`src/rtl/bcd_disp_pkg.sv`:
```
// Shared types and constants for the binary-to-BCD scanned display driver.
package bcd_disp_pkg;

  typedef enum logic [1:0] {
    IDLE,
    SHIFT,
    DONE
  } conv_state_e;

  localparam int NIB_W = 4;
  localparam logic [NIB_W-1:0] BLANK_NIB = 4'hF;

  function automatic int pow10(input int n);
    int r;
    r = 1;
    for (int i = 0; i < n; i++) r = r * 10;
    return r;
  endfunction

  // Decimal digits needed to hold the largest value of a 'bits'-wide source.
  function automatic int dec_digits(input int bits);
    int max_val;
    int n;
    max_val = (1 << bits) - 1;
    n = 1;
    while (pow10(n) <= max_val) n = n + 1;
    return n;
  endfunction

endpackage

```
`src/rtl/bin_bcd_scan_display_if.sv`:
```
// Control, source and display signals of the BCD scan display driver.
interface bin_bcd_scan_display_if #(
  parameter int BIN_W  = 8,
  parameter int DIGITS = 3
);
  logic                  en;
  logic                  start;
  logic [BIN_W-1:0]      src_x;
  logic [BIN_W-1:0]      src_y;
  logic [BIN_W-1:0]      src_z;
  logic                  busy;
  logic                  done;
  logic                  overflow;
  logic [4*DIGITS-1:0]   bcd;
  logic [DIGITS-1:0]     dig_sel;
  logic [3:0]            dig_val;

  modport master (
    output en, start, src_x, src_y, src_z,
    input  busy, done, overflow, bcd, dig_sel, dig_val
  );

  modport slave (
    input  en, start, src_x, src_y, src_z,
    output busy, done, overflow, bcd, dig_sel, dig_val
  );
endinterface

```
`src/rtl/bcd_scan_mux.sv`:
```
// Digit scan: free-running prescaler, digit index and registered select/value mux.
// Optional leading-zero blanking under BCD_LEADING_ZERO_BLANK_EN.
module bcd_scan_mux
  import bcd_disp_pkg::*;
#(
  parameter int DIGITS   = 3,
  parameter int SCAN_DIV = 50000
) (
  input  logic                    clk,
  input  logic                    rst,
  input  logic                    en,
  input  logic [DIGITS*NIB_W-1:0] bcd,
  output logic [DIGITS-1:0]       dig_sel,
  output logic [NIB_W-1:0]        dig_val
);

  localparam int PS_W  = (SCAN_DIV > 1) ? $clog2(SCAN_DIV) : 1;
  localparam int IDX_W = (DIGITS > 1) ? $clog2(DIGITS) : 1;
  localparam logic [PS_W-1:0]  PS_LAST  = PS_W'(SCAN_DIV - 1);
  localparam logic [IDX_W-1:0] IDX_LAST = IDX_W'(DIGITS - 1);

  logic [PS_W-1:0]   ps;
  logic [IDX_W-1:0]  idx;
  logic              wrap;
  logic              blank;
  logic [NIB_W-1:0]  nib;
  logic [DIGITS-1:0] sel_nxt;
  logic [NIB_W-1:0]  val_nxt;

  assign wrap = (ps == PS_LAST);

`ifdef BCD_LEADING_ZERO_BLANK_EN
  logic [IDX_W-1:0] msd;

  // Digit 0 is never above msd, so a zero value still shows one "0".
  always_comb begin
    msd = '0;
    for (int i = 1; i < DIGITS; i++) begin
      if (bcd[i*NIB_W +: NIB_W] != '0) msd = IDX_W'(i);
    end
  end

  assign blank = (idx > msd);
`else
  assign blank = 1'b0;
`endif

  always_comb begin
    nib     = '0;
    sel_nxt = '0;
    val_nxt = '0;
    for (int i = 0; i < DIGITS; i++) begin
      if (idx == IDX_W'(i)) nib = bcd[i*NIB_W +: NIB_W];
    end
    if (en) begin
      if (blank) begin
        val_nxt = BLANK_NIB;
      end else begin
        sel_nxt = DIGITS'(1) << idx;
        val_nxt = nib;
      end
    end
  end

  always_ff @(posedge clk) begin
    if (rst) begin
      ps      <= '0;
      idx     <= '0;
      dig_sel <= '0;
      dig_val <= '0;
    end else begin
      ps <= wrap ? '0 : ps + 1'b1;
      if (wrap) idx <= (idx == IDX_LAST) ? '0 : idx + 1'b1;
      dig_sel <= sel_nxt;
      dig_val <= val_nxt;
    end
  end

endmodule

```
`src/rtl/bin_bcd_scan_display.sv`:
```
// Priority source select, sequential double-dabble conversion and scanned digit output.
// Build option: BCD_LEADING_ZERO_BLANK_EN enables leading-zero blanking in the scan mux.
module bin_bcd_scan_display
  import bcd_disp_pkg::*;
#(
  parameter int BIN_W    = 8,
  parameter int DIGITS   = 3,
  parameter int SCAN_DIV = 50000
) (
  input  logic                  clk,
  input  logic                  rst,
  bin_bcd_scan_display_if.slave bus
);

  // The accumulator covers the full source range so overflow is exact even
  // when BIN_W needs more than DIGITS+1 decimal digits.
  localparam int SRC_DIG = dec_digits(BIN_W);
  localparam int ACC_NIB = (SRC_DIG > DIGITS + 1) ? SRC_DIG : DIGITS + 1;
  localparam int ACC_W   = ACC_NIB * NIB_W;
  localparam int BCD_W   = DIGITS * NIB_W;
  localparam int CNT_W   = $clog2(BIN_W + 1);
  localparam logic [CNT_W-1:0] CNT_LAST = CNT_W'(BIN_W - 1);

  if (BIN_W < 1 || BIN_W > 16) begin : g_bad_bin_w
    $error("BIN_W must be 1..16");
  end
  if (DIGITS < 1 || pow10(DIGITS) > pow10(5)) begin : g_bad_digits
    $error("DIGITS must be 1..5");
  end
  if (SCAN_DIV < 1) begin : g_bad_scan_div
    $error("SCAN_DIV must be at least 1");
  end

  conv_state_e      state;
  conv_state_e      state_nxt;
  logic [BIN_W-1:0] src_sel;
  logic [BIN_W-1:0] sr;
  logic [ACC_W-1:0] acc;
  logic [ACC_W-1:0] acc_adj;
  logic [CNT_W-1:0] cnt;
  logic [BCD_W-1:0] bcd_q;
  logic [BCD_W-1:0] bcd_sat;
  logic             acc_ovf;
  logic             ovf_q;
  logic             done_q;
  logic             load;
  logic             shift;
  logic             finish;
  logic [DIGITS-1:0] dig_sel;
  logic [NIB_W-1:0]  dig_val;

  always_comb begin
    if (bus.src_x != '0)      src_sel = bus.src_x;
    else if (bus.src_y != '0) src_sel = bus.src_y;
    else                      src_sel = bus.src_z;
  end

  always_comb begin
    acc_adj = acc;
    for (int i = 0; i < ACC_NIB; i++) begin
      if (acc[i*NIB_W +: NIB_W] >= 4'd5)
        acc_adj[i*NIB_W +: NIB_W] = acc[i*NIB_W +: NIB_W] + 4'd3;
    end
  end

  assign acc_ovf = |acc[ACC_W-1:BCD_W];
  assign bcd_sat = acc_ovf ? {DIGITS{4'h9}} : acc[BCD_W-1:0];

  always_comb begin
    state_nxt = state;
    load      = 1'b0;
    shift     = 1'b0;
    finish    = 1'b0;
    case (state)
      IDLE: begin
        if (bus.start) begin
          load      = 1'b1;
          state_nxt = SHIFT;
        end
      end
      SHIFT: begin
        shift = 1'b1;
        if (cnt == CNT_LAST) state_nxt = DONE;
      end
      DONE: begin
        finish    = 1'b1;
        state_nxt = IDLE;
      end
      default: state_nxt = IDLE;
    endcase
  end

  always_ff @(posedge clk) begin
    if (rst) begin
      state  <= IDLE;
      sr     <= '0;
      acc    <= '0;
      cnt    <= '0;
      bcd_q  <= '0;
      ovf_q  <= 1'b0;
      done_q <= 1'b0;
    end else begin
      state  <= state_nxt;
      done_q <= finish;
      if (load) begin
        sr  <= src_sel;
        acc <= '0;
        cnt <= '0;
      end
      if (shift) begin
        acc <= (acc_adj << 1) | ACC_W'(sr[BIN_W-1]);
        sr  <= sr << 1;
        cnt <= cnt + 1'b1;
      end
      if (finish) begin
        bcd_q <= bcd_sat;
        ovf_q <= acc_ovf;
      end
    end
  end

  bcd_scan_mux #(
    .DIGITS   (DIGITS),
    .SCAN_DIV (SCAN_DIV)
  ) u_scan (
    .clk     (clk),
    .rst     (rst),
    .en      (bus.en),
    .bcd     (bcd_q),
    .dig_sel (dig_sel),
    .dig_val (dig_val)
  );

  assign bus.busy     = (state != IDLE);
  assign bus.done     = done_q;
  assign bus.overflow = ovf_q;
  assign bus.bcd      = bcd_q;
  assign bus.dig_sel  = dig_sel;
  assign bus.dig_val  = dig_val;

endmodule

```
`src/flat_wrapper.sv`:
```
// flat-port wrapper written by rule: the top's interface ports become plain ports
module bin_bcd_scan_display_flat import bcd_disp_pkg::*;
#(
  parameter int BIN_W    = 8,
  parameter int DIGITS   = 3,
  parameter int SCAN_DIV = 50000
)
  (clk, rst, bus_en, bus_start, bus_src_x, bus_src_y, bus_src_z, bus_busy, bus_done, bus_overflow, bus_bcd, bus_dig_sel, bus_dig_val);
  bin_bcd_scan_display_if #(.BIN_W(BIN_W), .DIGITS(DIGITS)) bus_i ();
  input  logic clk;
  input  logic rst;
  input wire logic [$bits(bus_i.en)-1:0] bus_en;
  input wire logic [$bits(bus_i.start)-1:0] bus_start;
  input wire logic [$bits(bus_i.src_x)-1:0] bus_src_x;
  input wire logic [$bits(bus_i.src_y)-1:0] bus_src_y;
  input wire logic [$bits(bus_i.src_z)-1:0] bus_src_z;
  output wire logic [$bits(bus_i.busy)-1:0] bus_busy;
  output wire logic [$bits(bus_i.done)-1:0] bus_done;
  output wire logic [$bits(bus_i.overflow)-1:0] bus_overflow;
  output wire logic [$bits(bus_i.bcd)-1:0] bus_bcd;
  output wire logic [$bits(bus_i.dig_sel)-1:0] bus_dig_sel;
  output wire logic [$bits(bus_i.dig_val)-1:0] bus_dig_val;
  assign bus_i.en = bus_en;
  assign bus_i.start = bus_start;
  assign bus_i.src_x = bus_src_x;
  assign bus_i.src_y = bus_src_y;
  assign bus_i.src_z = bus_src_z;
  assign bus_busy = bus_i.busy;
  assign bus_done = bus_i.done;
  assign bus_overflow = bus_i.overflow;
  assign bus_bcd = bus_i.bcd;
  assign bus_dig_sel = bus_i.dig_sel;
  assign bus_dig_val = bus_i.dig_val;
  bin_bcd_scan_display #(.BIN_W(BIN_W), .DIGITS(DIGITS), .SCAN_DIV(SCAN_DIV)) u_core (.clk(clk), .rst(rst), .bus(bus_i));
endmodule
```
`config.mk`:
```
export PLATFORM = sky130hd
export DESIGN_NAME = bin_bcd_scan_display_flat
export DESIGN_NICKNAME = d
export VERILOG_FILES = /design/src/rtl/bcd_disp_pkg.sv /design/src/rtl/bin_bcd_scan_display_if.sv /design/src/rtl/bcd_scan_mux.sv /design/src/rtl/bin_bcd_scan_display.sv /design/src/flat_wrapper.sv
export SDC_FILE = /design/constraint.sdc
export NUM_CORES = 1
export LEC_CHECK = 0
export ABC_CLOCK_PERIOD_IN_PS = 3990
export CORE_UTILIZATION = 57
export DETAILED_ROUTE_END_ITERATION = 8
export GPL_TIMING_DRIVEN = 0
export PLACE_DENSITY = 0.84
export SKIP_CTS_REPAIR_TIMING = 1
export SLEW_MARGIN = 15
export SYNTH_ARGS = -nofsm -noshare
export SYNTH_HDL_FRONTEND = slang
export SYNTH_SLANG_ARGS = --single-unit
```
`constraint.sdc`:
```
create_clock -name clk -period 3.99 [get_ports clk]
set_input_delay 0.9975 -clock clk [delete_from_list [all_inputs] [get_ports clk]]
set_output_delay 0.9975 -clock clk [all_outputs]
set_load 0.03 [all_outputs]
```
# [After elaboration in Yosys (flattened, before gate mapping)]
# Cells that the tools add are included.
[op_classes] n_bitwise=2 shifts=1 n_lt_le_gt_ge=4 mul=0 eq_ne=8 add_sub_neg=7 div=0 muxes=24 n_reduce_logical=11
[ops] cell="$mux W16" count=2
[ops] cell="$mux W4" count=8
[ops] cell="$mux W8" count=4
[ops] cell="$add A16 B1 Y16 const B" count=1
[ops] cell="$eq A16 B16 Y1 const B" count=1
[ops] cell="$ge A4 B3 Y1 const B" count=4
[ops] cell="$or A16 B1 Y16" count=1
[ops] cell="$reduce_bool A8 Y1" count=2
[ops] cell="$add A4 B2 Y4 const B" count=3
[ops] cell="$mux W12" count=1
[ops] cell="$mux W2" count=3
[ops] cell="$reduce_or A2 Y1" count=3
[ops] cell="$add A4 B1 Y4 const B" count=1
[ops] cell="$eq A2 B1 Y1 const B" count=2
[ops] cell="$eq A2 B2 Y1 const B" count=2
[ops] cell="$eq A4 B3 Y1 const B" count=1
[ops] cell="$logic_not A2 Y1" count=2
[ops] cell="$mux W1" count=4
[ops] cell="$pmux W2 S2" count=1
[ops] cell="$reduce_bool A2 Y1" count=2
[ops] cell="$reduce_or A4 Y1" count=1
[ops] cell="$add A3 B2 Y3 const B" count=1
[ops] cell="$mux W3" count=1
[ops] cell="$shl A1 B2 Y3 const A" count=1
[ops] cell="other kinds (5)" count=5
[word_totals] mem_bits_ro=0 elab_cells=69 out_inout_bits=22 latchBits=0 memories=0 mem_bits_rw=0 reg_bits=69 input_bits=28

# [Longest topological paths before layout]
[logic_depth] depth_word=5 depth_mapped=7 ltp_nobuf=6

# [Modules after synthesis]
# From an unflattened synthesis, not the netlist that was laid out.
[hier_totals] hier_cells=355 hier_area_um2=3214.3
[by_module_without_submodules] mod="bin_bcd_scan_display" seq_area_each_um2=880.8 area_each_um2=2152.1 instances=1 cells_each=238
[by_module_without_submodules] mod="bcd_scan_mux" seq_area_each_um2=500.5 area_each_um2=1062.3 instances=1 cells_each=117

# [Least setup slack after synthesis]
# Ideal clock, no wire load.
[synth_timing] path_type="input to register" from="in bus_start" to="reg u_core.sr[1]" arrival_time_ns=2.152 cell_stages=4 setup_ns=0.069 n_path_buf=0 required_time_ns=3.921 setup_slack_ns=1.769 cell_sequence="or3b_4 nor2_8 or4b_4 o21ai_1"
[synth_between] elab_chain_len=3
[synth_rtl] item="start, declared" line="flat_wrapper.sv:13" rtl="input wire logic [$bits(bus_i.start)-1:0] bus_start;"
[synth_rtl] item="$mux W1" line="bin_bcd_scan_display.sv:76" rtl="if (bus.start) begin"
[synth_rtl] item="$mux W1" line="bin_bcd_scan_display.sv:74" rtl="case (state)"
[synth_rtl] item="$reduce_bool A2 Y1 (no source line)"
[synth_rtl] item="end signal, assigned" line="bin_bcd_scan_display.sv:106" rtl="sr <= src_sel;"
[synth_rtl] item="end signal, assigned" line="bin_bcd_scan_display.sv:112" rtl="sr <= sr << 1;"
[synth_rtl] item="end, declared" line="bin_bcd_scan_display.sv:37" rtl="logic [BIN_W-1:0] sr;"
# Every way passes these cells.
# A chain may end at the register's enable or synchronous reset.

==> results.md <==
* Gr usage total at 0.2640
* Final setup TNS at 0 ps
* Share of layout cells above drive strength 1 at 0.05500
* Cell Count Post-Placement at 454
* Commonest non-fill, non-tap cell in the layout: dfxtp_1
* Async S/R FF share, synth at 0
* Initial antenna violation count at 0
* Mapped Area at 3068 µm²
* Slew headroom at 0.5948
* Die W at 75.37 µm
* Fmax at 0.3467 GHz
* Post-synth EDFFs at 0
* Clock transition at path regs at 70 ps
* Kind of critical path: in2reg
* TritonRoute pass-1 iters at 6
* Routed wire length per instance at 14.61 µm
* Via count at 2690
* Post-layout util at 0.7561
* Final hold slack at 483.3 ps
* DRC viols at 0
* Pwr Total at 1.496 mW
* Clock sinks at 69
* Pin count of the biggest net entering global routing at 12
* Setup-failing EPs final at 0
* Final HPWL DP at 4828 µm
* Max Slew Vio Count at 0
* PortBufs at 49
* Initial Util at 0.5969
* R2R cell count at 6
* Multi-input logic area at 1578 µm²
* Worst skew pair latency at 340 ps
* Final cycle utilization of the critical path at 0.7230
* Final net count at 434
* Pre-CTS WS at 813.2 ps
* Post-Syn Instances at 335
* Die Footprint at 5680 µm²
* Synth Register Bits at 69
* Starting DRT DRC Count at 162
* Hold path cells at 2
* Area growth from synthesis to layout at 26.67%
* Grt total ovfl at 0
* CTS tree: yes
* First-pass GRT wire length at 11210 µm
* Fin crit period at 2885 ps
* Final WL at 6868 µm
* Critical Path Start Type: input port
* Slew of the pin with the lowest slew margin at 605.6 ps
* Register area share after synthesis at 0.4502
* Peak supply drop at 0.3263 mV
* Clock Tree Root: clkbuf_8
* Finished Cell Area at 3886 µm²
* Vias in the first global route at 2489
* Die height at 75.37 µm
* Status: finished, final reports clean
* Worst endpoint required time at 4260 ps
* Hold/Removal Path Class: reg2reg
* Via/cell ratio at 5.723
* Fillers at 396
* Arrival @ worst endpoint at 3150 ps
* IO Count at 50
* Layout Cells excl Fill at 470
* Rows at 26
* Max-cap violation count at 0
* Layout Skew at 7.786 ps
* FF/Latch Area at 1381 µm²
* RSZ-0062 raised after global routing: false
* PnR worst setup slack at 1105 ps
* CP Capture Type: flop
* Placed instance area at 3646 µm²
* Mapped Nets at 374
* Most frequent cells in the layout: dfxtp_1, nor2_1, clkdlybuf4s50_1
* Crit path max fanout at 10
* CTS buffer count at 9
* Leakage at 1.389 nW
* H-tree depth at 3
* Cell Pwr Density at 384.8 nW/µm²
* Post-synthesis average cell area at 9.158 µm²
* Top FF cell, synth: dfxtp_1
* Final hold vios at 0
* Library cells used by synthesis at 49
* Detail Route Antenna Nets at 0
* Synth warn at 0
* GPL Wtd Cong at 0.7919
* Antenna cells at 0
* Clock buffer depth at 2
* Core box area at 5140 µm²
-- worst max-delay path, stage by stage --
cell,delay (ps)
clkdlybuf4s50_1,560
clkbuf_1,320
nor2_1,560
clkbuf_1,480
a222oi_1,130
o21ai_1,110
-- Yosys cell counts, types with 8 or more instances --
library cell | instances | area share
dfxtp_1 | 69 | 0.45
nor2_1 | 54 | 0.066
a21oi_1 | 17 | 0.028
xnor2_1 | 17 | 0.049
inv_1 | 14 | 0.017
nand2_1 | 12 | 0.015
clkbuf_1 | 11 | 0.013
ha_1 | 11 | 0.045
mux2i_1 | 9 | 0.029
nand2b_1 | 9 | 0.018
nor3_1 | 9 | 0.015
a22oi_1 | 8 | 0.020
-- report_power, final --
part           leakage (nW)  switching (mW)  internal (mW)
clock                 0.121           0.250          0.432
sequential            0.558         0.00895          0.701
combinational         0.710          0.0523         0.0513
total                  1.39           0.311           1.18
-- cell families (layout without fill, tap and decap cells) --
kind of cell / after synthesis / count (layout) / share of synthesized area
and+or+nand+nor: 124 / 124 / 0.2084
AOI/OAI and AO/OA: 72 / 72 / 0.1644
DFF: 69 / 69 / 0.4502
buffers and inverters: 27 / 92 / 0.03548
xor gates and xnor gates: 21 / 21 / 0.05995
adders and majority gates: 11 / 11 / 0.04486
muxes: 11 / 11 / 0.03671
-- per-layer routing --
metal / up-vias / wire length [µm] / global-route usage
met5: - / 0 / 0
met4: 0 / 108 / 0.1132
met3: 15 / 430 / 0.07143
met2: 108 / 3372 / 0.4425
met1: 1249 / 2957 / 0.3203
li1: 1318 / - / -
-- layout make-up --
| class | count | area share |
|---|---|---|
| Multi-Input combinational cell | 239 | 0.4060 |
| Sequential cell | 69 | 0.3554 |
| Timing Repair Buffer | 49 | 0.1262 |
| Buffer | 13 | 0.01449 |
| Clock inverter | 4 | 0.02447 |
| Clock buffer | 12 | 0.03735 |
| Inverter | 14 | 0.01352 |
| Tap cell | 70 | 0.02254 |
-- sequential cells by signal, summed over array words and instances, names as in the netlist, 3 cells and up --
register	count
u_core.bus.bcd	12
u_core.u_scan.dig_val	4
u_core.sr	8
u_core.u_scan.dig_sel	3
u_core.cnt	4
u_core.acc	16
u_core.u_scan.ps	16
-- worst paths after layout --
path / startpoint / endpoint / slack [ps]
setup / recovery: rst / u_core.sr[4]$_SDFFE_PP0P_ / 1110
hold / removal: u_core.sr[7]$_SDFFE_PP0P_ / u_core.acc[0]$_SDFFE_PP0P_ / 480
setup reg to reg: u_core.u_scan.ps[0]$_SDFF_PP0_ / u_core.u_scan.ps[14]$_SDFF_PP0_ / 1890
hold reg to reg: u_core.sr[7]$_SDFFE_PP0P_ / u_core.acc[0]$_SDFFE_PP0P_ / 480
No activity file was read; power rests on OpenSTA's default activity.
